## src/rtl/div_unit_param_if.sv

```systemverilog
// Issue and writeback handshake bundle for the iterative divider.
// The producer/consumer side uses master; the divider uses slave.
interface div_unit_param_if #(
  parameter int DATA_WIDTH = 32,
  parameter int ID_WIDTH   = 3
);
  logic                  issue_new_request;
  logic [ID_WIDTH-1:0]   issue_id;
  logic [DATA_WIDTH-1:0] rs1;
  logic [DATA_WIDTH-1:0] rs2;
  logic [1:0]            op;
  logic                  reuse_result;
  logic                  issue_ready;
  logic                  wb_done;
  logic [DATA_WIDTH-1:0] wb_rd;
  logic [ID_WIDTH-1:0]   wb_id;
  logic                  wb_ack;

  modport master (
    output issue_new_request, issue_id, rs1, rs2, op, reuse_result, wb_ack,
    input  issue_ready, wb_done, wb_rd, wb_id
  );

  modport slave (
    input  issue_new_request, issue_id, rs1, rs2, op, reuse_result, wb_ack,
    output issue_ready, wb_done, wb_rd, wb_id
  );
endinterface

```

## src/rtl/div_unit_param.sv

```systemverilog
// Radix-2 restoring divider (DIV/DIVU/REM/REMU) with an in-order input queue.
// Sign handling happens at issue; the core only ever divides magnitudes.
module div_unit_param #(
  parameter int DATA_WIDTH = 32,
  parameter int FIFO_DEPTH = 2,
  parameter int ID_WIDTH   = 3
) (
  input  logic             clk,
  input  logic             rst,
  input  logic             gc_fetch_flush,
  div_unit_param_if.slave  bus
);
  localparam int PW = (FIFO_DEPTH > 1) ? $clog2(FIFO_DEPTH) : 1;
  localparam int CW = $clog2(FIFO_DEPTH + 1);
  localparam int NW = $clog2(DATA_WIDTH);

  typedef struct packed {
    logic [DATA_WIDTH-1:0] dvd;
    logic [DATA_WIDTH-1:0] dvs;
    logic                  rem;
    logic                  neg_q;
    logic                  neg_r;
    logic                  reuse;
    logic [ID_WIDTH-1:0]   id;
  } entry_t;

  typedef enum logic [1:0] {IDLE, BUSY, DONE} state_t;

  state_t state_q, state_d;

  // issue-side sign extraction and magnitude conversion
  logic   sgn, s1, s2;
  entry_t in_e;
  always_comb begin
    sgn         = ~bus.op[0];
    s1          = sgn & bus.rs1[DATA_WIDTH-1];
    s2          = sgn & bus.rs2[DATA_WIDTH-1];
    in_e.dvd    = s1 ? -bus.rs1 : bus.rs1;
    in_e.dvs    = s2 ? -bus.rs2 : bus.rs2;
    in_e.rem    = bus.op[1];
    in_e.neg_q  = s1 ^ s2;
    in_e.neg_r  = s1;
    in_e.reuse  = bus.reuse_result;
    in_e.id     = bus.issue_id;
  end

  // input queue
  entry_t          mem [FIFO_DEPTH];
  logic [PW-1:0]   wr_ptr, rd_ptr;
  logic [CW-1:0]   count;
  logic            full, empty, push, pop;
  entry_t          head;

  function automatic logic [PW-1:0] nxt(input logic [PW-1:0] p);
    return (p == PW'(FIFO_DEPTH - 1)) ? '0 : p + 1'b1;
  endfunction

  assign full            = (count == CW'(FIFO_DEPTH));
  assign empty           = (count == '0);
  assign push            = bus.issue_new_request & ~full & ~gc_fetch_flush;
  assign head            = mem[rd_ptr];
  assign bus.issue_ready = ~full;

  always_ff @(posedge clk) begin
    if (push) mem[wr_ptr] <= in_e;
  end

  always_ff @(posedge clk) begin
    if (rst || gc_fetch_flush) begin
      wr_ptr <= '0;
      rd_ptr <= '0;
      count  <= '0;
    end else begin
      if (push) wr_ptr <= nxt(wr_ptr);
      if (pop)  rd_ptr <= nxt(rd_ptr);
      case ({push, pop})
        2'b10:   count <= count + 1'b1;
        2'b01:   count <= count - 1'b1;
        default: ;
      endcase
    end
  end

  // control FSM
  logic [NW-1:0] cnt;

  always_ff @(posedge clk) begin
    if (rst || gc_fetch_flush) state_q <= IDLE;
    else                       state_q <= state_d;
  end

  always_comb begin
    state_d = state_q;
    pop     = 1'b0;
    case (state_q)
      IDLE: if (!empty) begin
        pop     = 1'b1;
        state_d = (head.reuse || head.dvs == '0) ? DONE : BUSY;
      end
      BUSY: if (cnt == '0) state_d = DONE;
      DONE: if (bus.wb_ack) state_d = IDLE;
      default: state_d = IDLE;
    endcase
  end

  // datapath: working registers are separate from the retained results so an
  // aborted division never disturbs what a later reuse op will read
  logic [DATA_WIDTH-1:0] wq, wr, dvs_q, q_res, r_res;
  logic [DATA_WIDTH:0]   rem_sh, diff;
  logic                  cur_rem, cur_nq, cur_nr, cur_zero;
  logic [ID_WIDTH-1:0]   cur_id;
  logic [DATA_WIDTH-1:0] q_nxt, r_nxt;

  always_comb begin
    rem_sh = {wr, wq[DATA_WIDTH-1]};
    diff   = rem_sh - {1'b0, dvs_q};
    q_nxt  = {wq[DATA_WIDTH-2:0], ~diff[DATA_WIDTH]};
    r_nxt  = diff[DATA_WIDTH] ? rem_sh[DATA_WIDTH-1:0] : diff[DATA_WIDTH-1:0];
  end

  always_ff @(posedge clk) begin
    if (rst) begin
      cnt      <= '0;
      wq       <= '0;
      wr       <= '0;
      dvs_q    <= '0;
      q_res    <= '0;
      r_res    <= '0;
      cur_rem  <= 1'b0;
      cur_nq   <= 1'b0;
      cur_nr   <= 1'b0;
      cur_zero <= 1'b0;
      cur_id   <= '0;
    end else if (gc_fetch_flush) begin
      cnt <= '0;
    end else begin
      if (pop) begin
        cur_rem  <= head.rem;
        cur_nq   <= head.neg_q;
        cur_nr   <= head.neg_r;
        cur_zero <= (head.dvs == '0);
        cur_id   <= head.id;
        cnt      <= NW'(DATA_WIDTH - 1);
        wq       <= head.dvd;
        wr       <= '0;
        dvs_q    <= head.dvs;
        if (head.dvs == '0) begin
          q_res <= '1;
          r_res <= head.dvd;
        end
      end
      if (state_q == BUSY) begin
        wq  <= q_nxt;
        wr  <= r_nxt;
        cnt <= cnt - 1'b1;
        if (cnt == '0) begin
          q_res <= q_nxt;
          r_res <= r_nxt;
        end
      end
    end
  end

  // divide-by-zero quotient stays all ones regardless of operand signs
  assign bus.wb_done = (state_q == DONE);
  assign bus.wb_id   = cur_id;
  assign bus.wb_rd   = cur_rem ? (cur_nr ? -r_res : r_res)
                               : ((cur_nq & ~cur_zero) ? -q_res : q_res);
endmodule

```

## src/flat_wrapper.sv

```systemverilog
// flat-port wrapper written by rule: the top's interface ports become plain ports
module div_unit_param_flat 
#(
  parameter int DATA_WIDTH = 32,
  parameter int FIFO_DEPTH = 2,
  parameter int ID_WIDTH   = 3
)
  (clk, rst, gc_fetch_flush, bus_issue_new_request, bus_issue_id, bus_rs1, bus_rs2, bus_op, bus_reuse_result, bus_wb_ack, bus_issue_ready, bus_wb_done, bus_wb_rd, bus_wb_id);
  div_unit_param_if #(.DATA_WIDTH(DATA_WIDTH), .ID_WIDTH(ID_WIDTH)) bus_i ();
  input  logic clk;
  input  logic rst;
  input  logic gc_fetch_flush;
  input wire logic [$bits(bus_i.issue_new_request)-1:0] bus_issue_new_request;
  input wire logic [$bits(bus_i.issue_id)-1:0] bus_issue_id;
  input wire logic [$bits(bus_i.rs1)-1:0] bus_rs1;
  input wire logic [$bits(bus_i.rs2)-1:0] bus_rs2;
  input wire logic [$bits(bus_i.op)-1:0] bus_op;
  input wire logic [$bits(bus_i.reuse_result)-1:0] bus_reuse_result;
  input wire logic [$bits(bus_i.wb_ack)-1:0] bus_wb_ack;
  output wire logic [$bits(bus_i.issue_ready)-1:0] bus_issue_ready;
  output wire logic [$bits(bus_i.wb_done)-1:0] bus_wb_done;
  output wire logic [$bits(bus_i.wb_rd)-1:0] bus_wb_rd;
  output wire logic [$bits(bus_i.wb_id)-1:0] bus_wb_id;
  assign bus_i.issue_new_request = bus_issue_new_request;
  assign bus_i.issue_id = bus_issue_id;
  assign bus_i.rs1 = bus_rs1;
  assign bus_i.rs2 = bus_rs2;
  assign bus_i.op = bus_op;
  assign bus_i.reuse_result = bus_reuse_result;
  assign bus_i.wb_ack = bus_wb_ack;
  assign bus_issue_ready = bus_i.issue_ready;
  assign bus_wb_done = bus_i.wb_done;
  assign bus_wb_rd = bus_i.wb_rd;
  assign bus_wb_id = bus_i.wb_id;
  div_unit_param #(.DATA_WIDTH(DATA_WIDTH), .FIFO_DEPTH(FIFO_DEPTH), .ID_WIDTH(ID_WIDTH)) u_core (.clk(clk), .rst(rst), .gc_fetch_flush(gc_fetch_flush), .bus(bus_i));
endmodule
```

## config.mk

```make
export PLATFORM = sky130hd
export DESIGN_NAME = div_unit_param_flat
export DESIGN_NICKNAME = d
export VERILOG_FILES = /design/src/rtl/div_unit_param_if.sv /design/src/rtl/div_unit_param.sv /design/src/flat_wrapper.sv
export SDC_FILE = /design/constraint.sdc
export NUM_CORES = 1
export LEC_CHECK = 0
export ABC_AREA = 1
export CORE_ASPECT_RATIO = 0.7
export CORE_MARGIN = 2
export CORE_UTILIZATION = 25
export CTS_BUF_LIST = sky130_fd_sc_hd__clkbuf_4
export DETAILED_ROUTE_END_ITERATION = 10
export SETUP_SLACK_MARGIN = 0.02
export SYNTH_ARGS = -nofsm -noshare
export SYNTH_HDL_FRONTEND = slang
export SYNTH_SLANG_ARGS = --single-unit
```

## constraint.sdc

```tcl
create_clock -name clk -period 14.86 [get_ports clk]
set_clock_uncertainty 0.1 [all_clocks]
set_input_delay 4.458 -clock clk [delete_from_list [all_inputs] [get_ports clk]]
set_output_delay 4.458 -clock clk [all_outputs]
set_load 0.01 [all_outputs]
```

==> flow_summary.yaml <==
sta:
  slew_headroom: 0.260
  clock.fmax_mhz: 120
  holdWs_ns: 0.360
  slew_viol_final: 0
  hold_viol_final: 0
  finalSetupViolations: 0
  rsz0062_at_grt: "false"
  fin_tns_setup_ns: 0
  layout_min_cycle_time_ns: 8.32
  fin_ws_ns: 6.54
  tightest_slew_ns: 1.11
  post-route-period-util: 0.560
yosys:
  synthesis.area_sq_um: 19300
  netlist_instances: 2846
  yosysTopAreaCellShare: 0.221
  yosysSeqAreaShare: 0.406
  ys_types: 45
  syn_avg_cell_area_sq_um: 6.79
  synth_top_area_cell: "edfxtp_1"
  synth_ff_type: "dfxtp_1"
  synth_area_leaders: "edfxtp_1 (22%), nand2_1 (20%), dfxtp_1 (19%), inv_1 (7.2%), nand3_1 (4.1%)"
  synth_enable_flop_cells: 142
  ys_ff_latch: 321
  async_flop_share: 0
  synth-warning-count: 0
  syn_nets: 2960
floorplan:
  die_y_um: 237
  row_count: 85
  ios: 112
  core_area_sq_um: 76700
  start_util: 0.252
  dieArea_sq_um: 79600
  die_width_um: 336
cts:
  hold_buffers: 0
  cts_buffers: 87
  cts_max_level: 3
  cts_setup_buffers: 0
  cts.sinks: 321
  post_cts_resized: 0
  insertion_delay_ns: 0.84
  clk_pin_slew_worst_paths_ns: 0.07
  root_buffer: "clkbuf_4"
  tritoncts: "built"
  cts.path.max_buffers: 3
drt:
  drc: 0
  via_count: 18600
  avgViaCountPerCell: 4.59
  drt_iter0_drc: 1964
  drtAntennaViolNets: 0
  drtPass1Iterations: 5
  wl_per_cell_um: 15.5
  wirelength_mm: 62.9
worst_setup_path:
  path_delay_family: "compound AO/OA/AOI/OAI gates"
  worstSetupPathType: "flop to output pin"
  r2r_end: "u_core.q_res[0]"
  worstPathRequired_ns: 10.30
  crit_buf_inv: 3
  slowest_delay_ns: 0.63
  worstSetupEndpointType: "output pin"
  cp_slowest_cell: "clkdlybuf4s50_1"
  arrival_ns: 3.77
  crit_path_max_fanout: 5
  cp_cell_sequence: "inv_1 -> ha_1 -> inv_1 -> nor2_1 -> nand3_1 -> nor2_1 -> a21oi_1 -> a21oi_1 -> o21ai_0 -> o21ai_0 -> clkdlybuf4s50_1"
  ff2ff_path_depth: 13
  cp-start-kind: "flop"
  r2r_slack_ns: 10.04
grt:
  grt_pass1_wl_mm: 96.7
  antenna_found_initial: 1
  grt_max_degree: 73
  grt_usage: 0.156
  grt_pass1_vias: 16700
  grt.overflow.total: 0
layout:
  area_growth_syn_to_layout_pct: 16.7
  mostFrequentLayoutCell: "nand2_1"
  antenna_cells: 0
  fin_area_sq_um: 22600
  layout.nets: 3062
  drive_above_1_share: 0.0640
  final_cell_mix: "nand2_1 (1037), inv_1 (369), dfxtp_1 (178)"
  fillers: 8418
flow_run:
  cap_violations: 0
pwr:
  p_leak_nw: 9.95
  peakVddDrop_mv: 0.0568
  powerDensity_nw_per_um2: 102
  total_power_mw: 2.30
hold_path:
  hold_path_depth: 2
  worstHoldEndpoint: "u_core.q_res[15]"
  worstHoldStart: "u_core.q_res[15]"
  hold_path_class: "flop to flop"
placed_design:
  dp_hpwl_mm: 46.6
  placed_area_sq_um: 21400
  gp_congestion: 0.925
  io_buffers: 111
  pre_cts_ws_ns: 7.44
status:
  status: "finished clean"
==> sequential cells by signal, summed over array words and instances (netlist names), 3 cells and up, named ones only <==
| register | count |
|---|---|
| u_core.q_res | 32 |
| u_core.r_res | 32 |
| u_core.bus.wb_id | 3 |
| u_core.dvs_q | 32 |
| u_core.wq | 32 |
| u_core.cnt | 5 |
| u_core.wr | 32 |
| u_core.mem | 142 |
==> final cells by class <==
cell class,count,area (sq um),share of cell area
repair buffers,130,1250,0.0556
clock buffers,134,1010,0.0446
flip-flops and latches,321,7850,0.348
inverters,375,1410,0.0624
well taps,1044,1310,0.0579
multi-input cells,2033,9610,0.426
clock inverters,23,124,0.00549
==> metrics by stage <==
step	utilization	cells
floorplan	-	2846
global placement	0.279	3903
detailed placement	0.279	3903
CTS	0.294	4060
global route	0.294	4060
finish	0.294	4060
==> worst max path at each step <==
stage	startpoint	end	slack, ns	cells after the start
after floorplan	gc_fetch_flush	u_core.mem[0][0]	6.62	3
after global placement	u_core.q_res[0]	bus_wb_rd[22]	7.48	11
after detailed placement	u_core.r_res[0]	bus_wb_rd[22]	7.44	11
after CTS	u_core.r_res[0]	bus_wb_rd[22]	6.51	11
after global routing	u_core.r_res[0]	bus_wb_rd[22]	6.20	11
final	u_core.r_res[0]	bus_wb_rd[22]	6.54	11
==> Yosys cell counts, types with 10 or more instances <==
cell      number
inv_1        370
dfxtp_1      179
nor3_1        30
a31oi_1       44
clkbuf_1      73
xnor2_1       27
o21ai_1       54
nor2_1       162
nand4_1       51
nand2_1     1037
buf_1         19
nand3b_1      10
o22ai_1       27
buf_2         16
a21oi_1      139
o21ai_0      147
edfxtp_1     142
nand3_1      160
ha_1          38
xor2_1        42
==> metal layers <==
metal / part of all wire / wire length [um] / GRT usage
met1: 0.51 / 31800 / 0.245
met4: 0.019 / 1220 / 0.0408
met5: 0.00021 / 13 / 0
met2: 0.38 / 24100 / 0.206
met3: 0.092 / 5800 / 0.0380
==> tightest hold or removal path: stages, from the launching register on <==
cell and delay, ns:
dfxtp_1 0.31, nand2_1 0.06, o21ai_1 0.05
==> kinds of logic (layout without fill, tap and decap cells) <==
kind of cell / Yosys count / in the layout / share of synthesized area
flops: 321 / 321 / 0.406
xor+xnor: 69 / 69 / 0.0313
buf+inv: 492 / 662 / 0.0991
fa+ha+maj: 39 / 39 / 0.0256
compound gates: 441 / 441 / 0.123
simple gates: 1484 / 1484 / 0.315
==> where the power goes <==
part	total [mW]	internal [mW]	switching, mW
clock network	0.819	0.427	0.392
logic	0.509	0.157	0.352
registers	0.976	0.959	0.0176
total	2.30	1.54	0.762
No activity file was read; power rests on OpenSTA's default activity.
